<file path="src/rtl/stream_mux_n.sv">
// N-channel valid/ready stream multiplexer with a registered output stage.
// Channel choice is software-selected (mode=0) or round-robin (mode=1); define STREAM_MUX_LOCK_EN for packet locking.
module stream_mux_n #(
  parameter  int N_CH  = 4,
  parameter  int WIDTH = 8,
  localparam int SEL_W = $clog2(N_CH)
) (
  input  logic                  clk,
  input  logic                  rst,
  input  logic [N_CH*WIDTH-1:0] in_data,
  input  logic [N_CH-1:0]       in_valid,
  output logic [N_CH-1:0]       in_ready,
`ifdef STREAM_MUX_LOCK_EN
  input  logic [N_CH-1:0]       in_last,
  output logic                  out_last,
`endif
  input  logic                  mode,
  input  logic [SEL_W-1:0]      sel,
  output logic [WIDTH-1:0]      out_data,
  output logic                  out_valid,
  output logic [SEL_W-1:0]      out_ch,
  input  logic                  out_ready
);

  // One extra bit so index arithmetic can exceed N_CH before the wrap.
  localparam logic [SEL_W:0] N_CH_W = (SEL_W+1)'(N_CH);

  logic [WIDTH-1:0] ch_data [N_CH];

  logic [WIDTH-1:0] out_data_q, out_data_d;
  logic             out_valid_q, out_valid_d;
  logic [SEL_W-1:0] out_ch_q, out_ch_d;
  logic [SEL_W-1:0] rr_last_q, rr_last_d;
`ifdef STREAM_MUX_LOCK_EN
  logic             lock_q, lock_d;
  logic             out_last_q, out_last_d;
`endif

  logic             ld;
  logic             xfer;
  logic             grant_vld;
  logic [SEL_W-1:0] grant_idx;
  logic [SEL_W:0]   idx_w;
  logic [SEL_W-1:0] cand;

  genvar gi;
  generate
    for (gi = 0; gi < N_CH; gi++) begin : g_ch
      assign ch_data[gi]  = in_data[gi*WIDTH +: WIDTH];
      assign in_ready[gi] = xfer && (grant_idx == SEL_W'(gi));
    end
  endgenerate

  assign ld   = !out_valid_q || out_ready;
  assign xfer = ld && grant_vld && !rst;

  always_comb begin
    grant_vld = 1'b0;
    grant_idx = '0;
    idx_w     = '0;
    cand      = '0;
    if (!mode) begin
      if ({1'b0, sel} < N_CH_W) begin
        grant_vld = in_valid[sel];
        grant_idx = sel;
      end
    end
`ifdef STREAM_MUX_LOCK_EN
    else if (lock_q) begin
      // Mid-packet: only the channel that opened the packet may continue.
      grant_vld = in_valid[rr_last_q];
      grant_idx = rr_last_q;
    end
`endif
    else begin
      for (int off = 1; off <= N_CH; off++) begin
        idx_w = {1'b0, rr_last_q} + (SEL_W+1)'(off);
        if (idx_w >= N_CH_W) idx_w = idx_w - N_CH_W;
        cand = idx_w[SEL_W-1:0];
        if (!grant_vld && in_valid[cand]) begin
          grant_vld = 1'b1;
          grant_idx = cand;
        end
      end
    end
  end

  always_comb begin
    out_data_d  = out_data_q;
    out_valid_d = out_valid_q;
    out_ch_d    = out_ch_q;
    rr_last_d   = rr_last_q;
`ifdef STREAM_MUX_LOCK_EN
    lock_d      = lock_q;
    out_last_d  = out_last_q;
`endif
    if (xfer) begin
      out_valid_d = 1'b1;
      out_data_d  = ch_data[grant_idx];
      out_ch_d    = grant_idx;
      if (mode) rr_last_d = grant_idx;
`ifdef STREAM_MUX_LOCK_EN
      out_last_d = in_last[grant_idx];
      if (mode) lock_d = !in_last[grant_idx];
`endif
    end else if (ld) begin
      out_valid_d = 1'b0;
    end
  end

  always_ff @(posedge clk) begin
    if (rst) begin
      out_data_q  <= '0;
      out_valid_q <= 1'b0;
      out_ch_q    <= '0;
      rr_last_q   <= SEL_W'(N_CH-1);
`ifdef STREAM_MUX_LOCK_EN
      lock_q      <= 1'b0;
      out_last_q  <= 1'b0;
`endif
    end else begin
      out_data_q  <= out_data_d;
      out_valid_q <= out_valid_d;
      out_ch_q    <= out_ch_d;
      rr_last_q   <= rr_last_d;
`ifdef STREAM_MUX_LOCK_EN
      lock_q      <= lock_d;
      out_last_q  <= out_last_d;
`endif
    end
  end

  assign out_data  = out_data_q;
  assign out_valid = out_valid_q;
  assign out_ch    = out_ch_q;
`ifdef STREAM_MUX_LOCK_EN
  assign out_last  = out_last_q;
`endif

endmodule

</file>
<file path="config.mk">
export PLATFORM = sky130hd
export DESIGN_NAME = stream_mux_n
export DESIGN_NICKNAME = d
export VERILOG_FILES = /design/src/rtl/stream_mux_n.sv
export SDC_FILE = /design/constraint.sdc
export NUM_CORES = 1
export LEC_CHECK = 0
export ABC_AREA = 1
export CAP_MARGIN = 20
export CORE_MARGIN = 1
export CORE_UTILIZATION = 41
export DETAILED_ROUTE_END_ITERATION = 8
export PLACE_DENSITY = 0.8
export SYNTH_ARGS = -nofsm -noshare
export SYNTH_HDL_FRONTEND = slang
export SYNTH_SLANG_ARGS = --single-unit
</file>
<file path="constraint.sdc">
create_clock -name clk -period 2.1 [get_ports clk]
set_input_delay 0.21 -clock clk [delete_from_list [all_inputs] [get_ports clk]]
set_output_delay 0.21 -clock clk [all_outputs]
set_load 0.01 [all_outputs]
</file>
* Word level (Yosys, flattened, before mapping)
Cells that the tools add are included.
Word-level totals: register bits 13, input port bits 42, output and inout bits 15, logic and storage cells 80
Cells by class: add/subtract/negate cells 8, order comparisons 10, equality and inequality tests 3, mux-type cells 36, bitwise gates (word level) 1, reductions and logical operators 18
Operators with widths (number):
- $mux W2 | 13
- $bmux W8 S2 | 1
- $mux W8 | 2
- $ge A3 B3 Y1 const B | 5
- $lt A2 B3 Y1 const B | 5
- $mux W1 | 15
- $bmux W1 S2 | 5
- $logic_and A1 B1 Y1 | 9
- $sub A2 B1 Y2 const B | 4
- $add A2 B2 Y3 const B | 2
- $logic_not A1 Y1 | 5
- $eq A2 B2 Y1 const B | 2
- $add A2 B1 Y3 const B | 1
- $add A2 B3 Y3 const B | 1
- $not A2 Y3 | 1
- $eq A2 B1 Y1 const B | 1
- $logic_not A2 Y1 | 1
- $reduce_and A2 Y1 | 1
- $reduce_bool A2 Y1 | 1
- $logic_or A1 B1 Y1 | 1

* Longest topological paths before layout
word-level depth 24, depth in mapped cells 16, mapped depth without buffers 15

* Worst setup path before layout
OpenSTA, ideal clock, no wires.
path kind register to output, start point register rr_last_q[1], end point output port in_ready[2], arrival 1.563 ns, required time 1.890 ns, path slack 0.327 ns, cell stages (with the launch flop) 14, path buffers 1, cells stage by stage dfxtp_1 inv_2 nand2_1 nand2_2 nand2_2 nand2_4 nor2_2 nand2_1 nand2_1 nand3_2 nand2_4 inv_4 buf_6 nor3_1
Between the ends: longest elaborated chain between the ends 23, elaborated cells between the ends (all ways) 51, those cells by class 8 x add/sub; 4 x order compare; 1 x eq/ne; 29 x mux; 9 x reduce/logical
RTL lines:
- start: declaration | line 33 | logic [SEL_W-1:0] rr_last_q, rr_last_d;
- start signal: assignment | line 116 | rr_last_q <= SEL_W'(N_CH-1);
- start signal: assignment | line 125 | rr_last_q <= rr_last_d;
- $add A2 B1 Y3 | line 77 | idx_w = {1'b0, rr_last_q} + (SEL_W+1)'(off);
- $ge A3 B3 Y1 / $sub A2 B1 Y2 (equally long branches) | line 78 | if (idx_w >= N_CH_W) idx_w = idx_w - N_CH_W;
- $mux W2 | line 78
- $mux W2 | line 62 | if (!mode) begin
- $bmux W1 S2 | line 80 | if (!grant_vld && in_valid[cand]) begin
- $mux W1 (implied by the code) | line 80
- $mux W1 | line 80
- $mux W1 | line 62
- [6 not listed]
- $mux W1 | line 80
- $mux W1 | line 62
- $logic_not A1 Y1 | line 80
- $logic_and A1 B1 Y1 | line 80
- $mux W1 | line 80
- $mux W1 | line 62
- $logic_and A1 B1 Y1 (2 in series) | line 55 | assign xfer = ld && grant_vld && !rst;
- $logic_and A1 B1 Y1 (*) | line 50 | assign in_ready[gi] = xfer && (grant_idx == SEL_W'(gi));
- end: declaration | line 12 | output logic [N_CH-1:0] in_ready,
Mark *: on every way between the ends. The rest lies on a longest branch, timed or not. The select of a mux whose other input is x is not followed.

* Final worst setup path
start point register rr_last_q[0], end point output port in_ready[1]
The elaborated chain is that of the path after synthesis.

==> impl_metrics.ini <==
[yosys]
syn_inst = 223
netlist_top_cells_count = nand2_1 (63), inv_1 (37), nand3_1 (36)
avgSynthCellArea_um2 = 5.45
synth_edf_count = 0
syn_area_um2 = 1220
async_reset_ff_share_pct = 0
synth-xor-area-share_pct = 0
synth-simple-area-share_pct = 55.5
synth_top_family_by_area = simple AND/OR/NAND/NOR gates
ys_top_cells_by_area = dfxtp_1 (21%), nand2_1 (19%), nand3_1 (15%), inv_1 (11%), nor2_1 (10%)
synth.area.mux_share_pct = 0
yosys.area.top_type = dfxtp_1
synth-seq-cells = 13
synth_top_area_share_pct = 21.4
synthFlopType = dfxtp_1
syn-num-nets = 265
synth_most_common_cell = nand2_1
yosysSeqAreaShare_pct = 21.4
synth_compound_area_share_pct = 6.17
synth_cell_types = 25
ys_warn_count = 0
synth-adder-area-share_pct = 0

[clock_tree]
cts_root_buf = clkbuf_4
path_clk_slew_ns = 0.08
clock_path_buffers = 2
tritoncts = done
clock_sinks = 13
clock_latency_ns = 0.28
htree_levels = 1
ctsHoldBuffers = 0
cts_made_buffers = 3

[worst_hold_path]
hold_class = reg2reg

[placed_design]
portBuffers = 56
gp_congestion = 0.885
dpl.hpwl_um = 2930
placed_cells = 333
preCtsSetupSlack_ns = -0.470

[worst_setup_path]
worst_ep_arrival_time_ns = 1.94
path_cells = buf_6 > nand2_2 > nand2_2 > nand2_2 > nand2_4 > nor2_4 > nand4_1 > nand3_2 > nand2_4 > buf_6 > nor2_1 > buf_2
max_stage_delay_ns = 0.34
crit_family = simple AND/OR/NAND/NOR gates
cp_max_fo = 8
cp.required_ns = 1.89
slowest_stage = dfxtp_2
crit_type = reg2out
cp-end-kind = output pin
cp_num_buf_inv = 3
cp-start-kind = flop
cpMostUsedCell = nand2_2

[global_routing]
grt_pass1_vias = 1556
grt_pass1_wl_um = 6150
grt_usage_pct = 23.8
antenna_found_initial = 0
grt-ovfl-total = 0
grtUsageMet3_pct = 5.07
use_met1_pct = 26.2
grt_start_max_net_pins = 12
grt_use_met2_pct = 46.2
top_usage_layer = met2

[status]
status = finished with violations
violations = negative setup slack

[floorplan]
coreArea_um2 = 2780
die_height_um = 56.5
rows = 19
die_w_um = 56.5
initial_utilization_pct = 43.7
die_area_um2 = 3190
ioPinCount = 57

[final_layout]
fin_cells = 342
num-fill-cells = 234
nNetsFinal = 354
diodes = 0
area_delta_synth_final_pct = 76.6
final_layout_size_suffix_gt1_share_pct = 27.3

[timing]
rsz0062_at_grt = true
tns_ns = -0.115
slew_violations = 0
finalCritPeriodShare_pct = 102
worst_pin_slew_ns = 0.286
max_freq_mhz = 465
skew_ns = 0.00119
layout_setup_ws_ns = -0.0491
hold_violations = 0
fin_crit_ns = 2.15
slew-limit-headroom_pct = 80.9
finalSetupViolations = 4

[power_and_ir_drop]
p_leak_uw = 0.00113
vdd_drop_max_uv = 533
power.density_cell_area_nw_per_um2 = 501

[route]
vias_per_cell = 4.92
drt_wl_total_um = 3870
drt_pass1_iterations = 4
drt_iter0_drc = 55
route.vias.total = 1682
wl_per_cell_um = 11.3
drc = 0
antenna_left = 0

[flow_run]
maxCapViolCount = 0
## worst reg2reg max path: stages (launching register included)
cell     delay (ns)
dfxtp_2        0.34
buf_6          0.14
nand2_2        0.06
nand2_2        0.07
nand2_2        0.11
nand2_4        0.08
nor2_4         0.16
nand4_1        0.15
nand3_2        0.13
buf_4          0.11
buf_4          0.15
nand3_1        0.08
nand3_1        0.09
nand3_1        0.09
nand2_1        0.06
inv_1          0.03
## worst paths after layout
path,startpoint,end,slack (ns),cells after the start
max,rr_last_q[0],in_ready[1],-0.05,12
min,out_ch[0],out_ch[0],0.55,2
max reg2reg,rr_last_q[0],out_data[2],0.16,15
min reg2reg,out_ch[0],out_ch[0],0.55,2
## state kept, by name, indices dropped and copies added (netlist names)
name / flops
rr_last_q: 2
out_ch: 2
out_data: 8
out_valid: 1
## report_power, final
part	internal (uW)	total (uW)	switching (uW)
logic	308	623	314
registers	275	292	17.2
clock network	73.8	161	87.1
## metal layers
metal	part of all wire, %	up-vias
met2	54	49
met1	39	763
met3	4.7	8
met5	0	-
li1	-	862
met4	1.4	0
## metrics by stage
step	util, %	power [uW]	area, um^2	hold slack (ns)
2_1_floorplan	-	595	1220	0.361
3_3_place_gp	71.6	843	1990	0.517
3_5_place_dp	71.6	855	1990	0.537
4_1_cts	73.8	1030	2050	0.554
5_1_grt	77.2	1150	2150	0.598
6_report	77.2	1080	2150	0.549
## layout make-up
type / count / area [um^2] / share of cell area (%)
clock buffer: 4 / 26.3 / 1.22
inverter: 41 / 161 / 7.51
multi-input combinational: 162 / 843 / 39.3
sequential: 13 / 265 / 12.3
tap: 31 / 38.8 / 1.81
timing repair buffer: 91 / 813 / 37.9
## placed cells by master, fill, tap and decap left out, types with 3 or more instances in the layout
master	synthesis	layout
nand2_2	4	17
nor2_4	3	5
a21oi_1	5	5
nand3_1	36	33
dfxtp_1	13	11
inv_1	37	35
inv_2	3	3
o21ai_0	4	4
nand3_2	1	4
buf_2	1	4
inv_4	1	3
clkbuf_4	0	3
nor2_1	33	31
buf_4	2	33
nand2_1	63	48
clkdlybuf4s50_1	0	51
nand2_4	2	4
## cells by family (layout without fill, tap and decap cells)
kind of cell	Yosys count	count (layout)
buffers and inverters	48	136
and+or+nand+nor	149	149
DFF	13	13
AOI/OAI and AO/OA	13	13
## timing repair
item	CTS	global route
resized for setup	28	25
setup buffers	1	5
setup endpoints to repair	4	10
gates cloned	0	0
pin swaps	2	19
No activity file was read; power rests on OpenSTA's default activity.
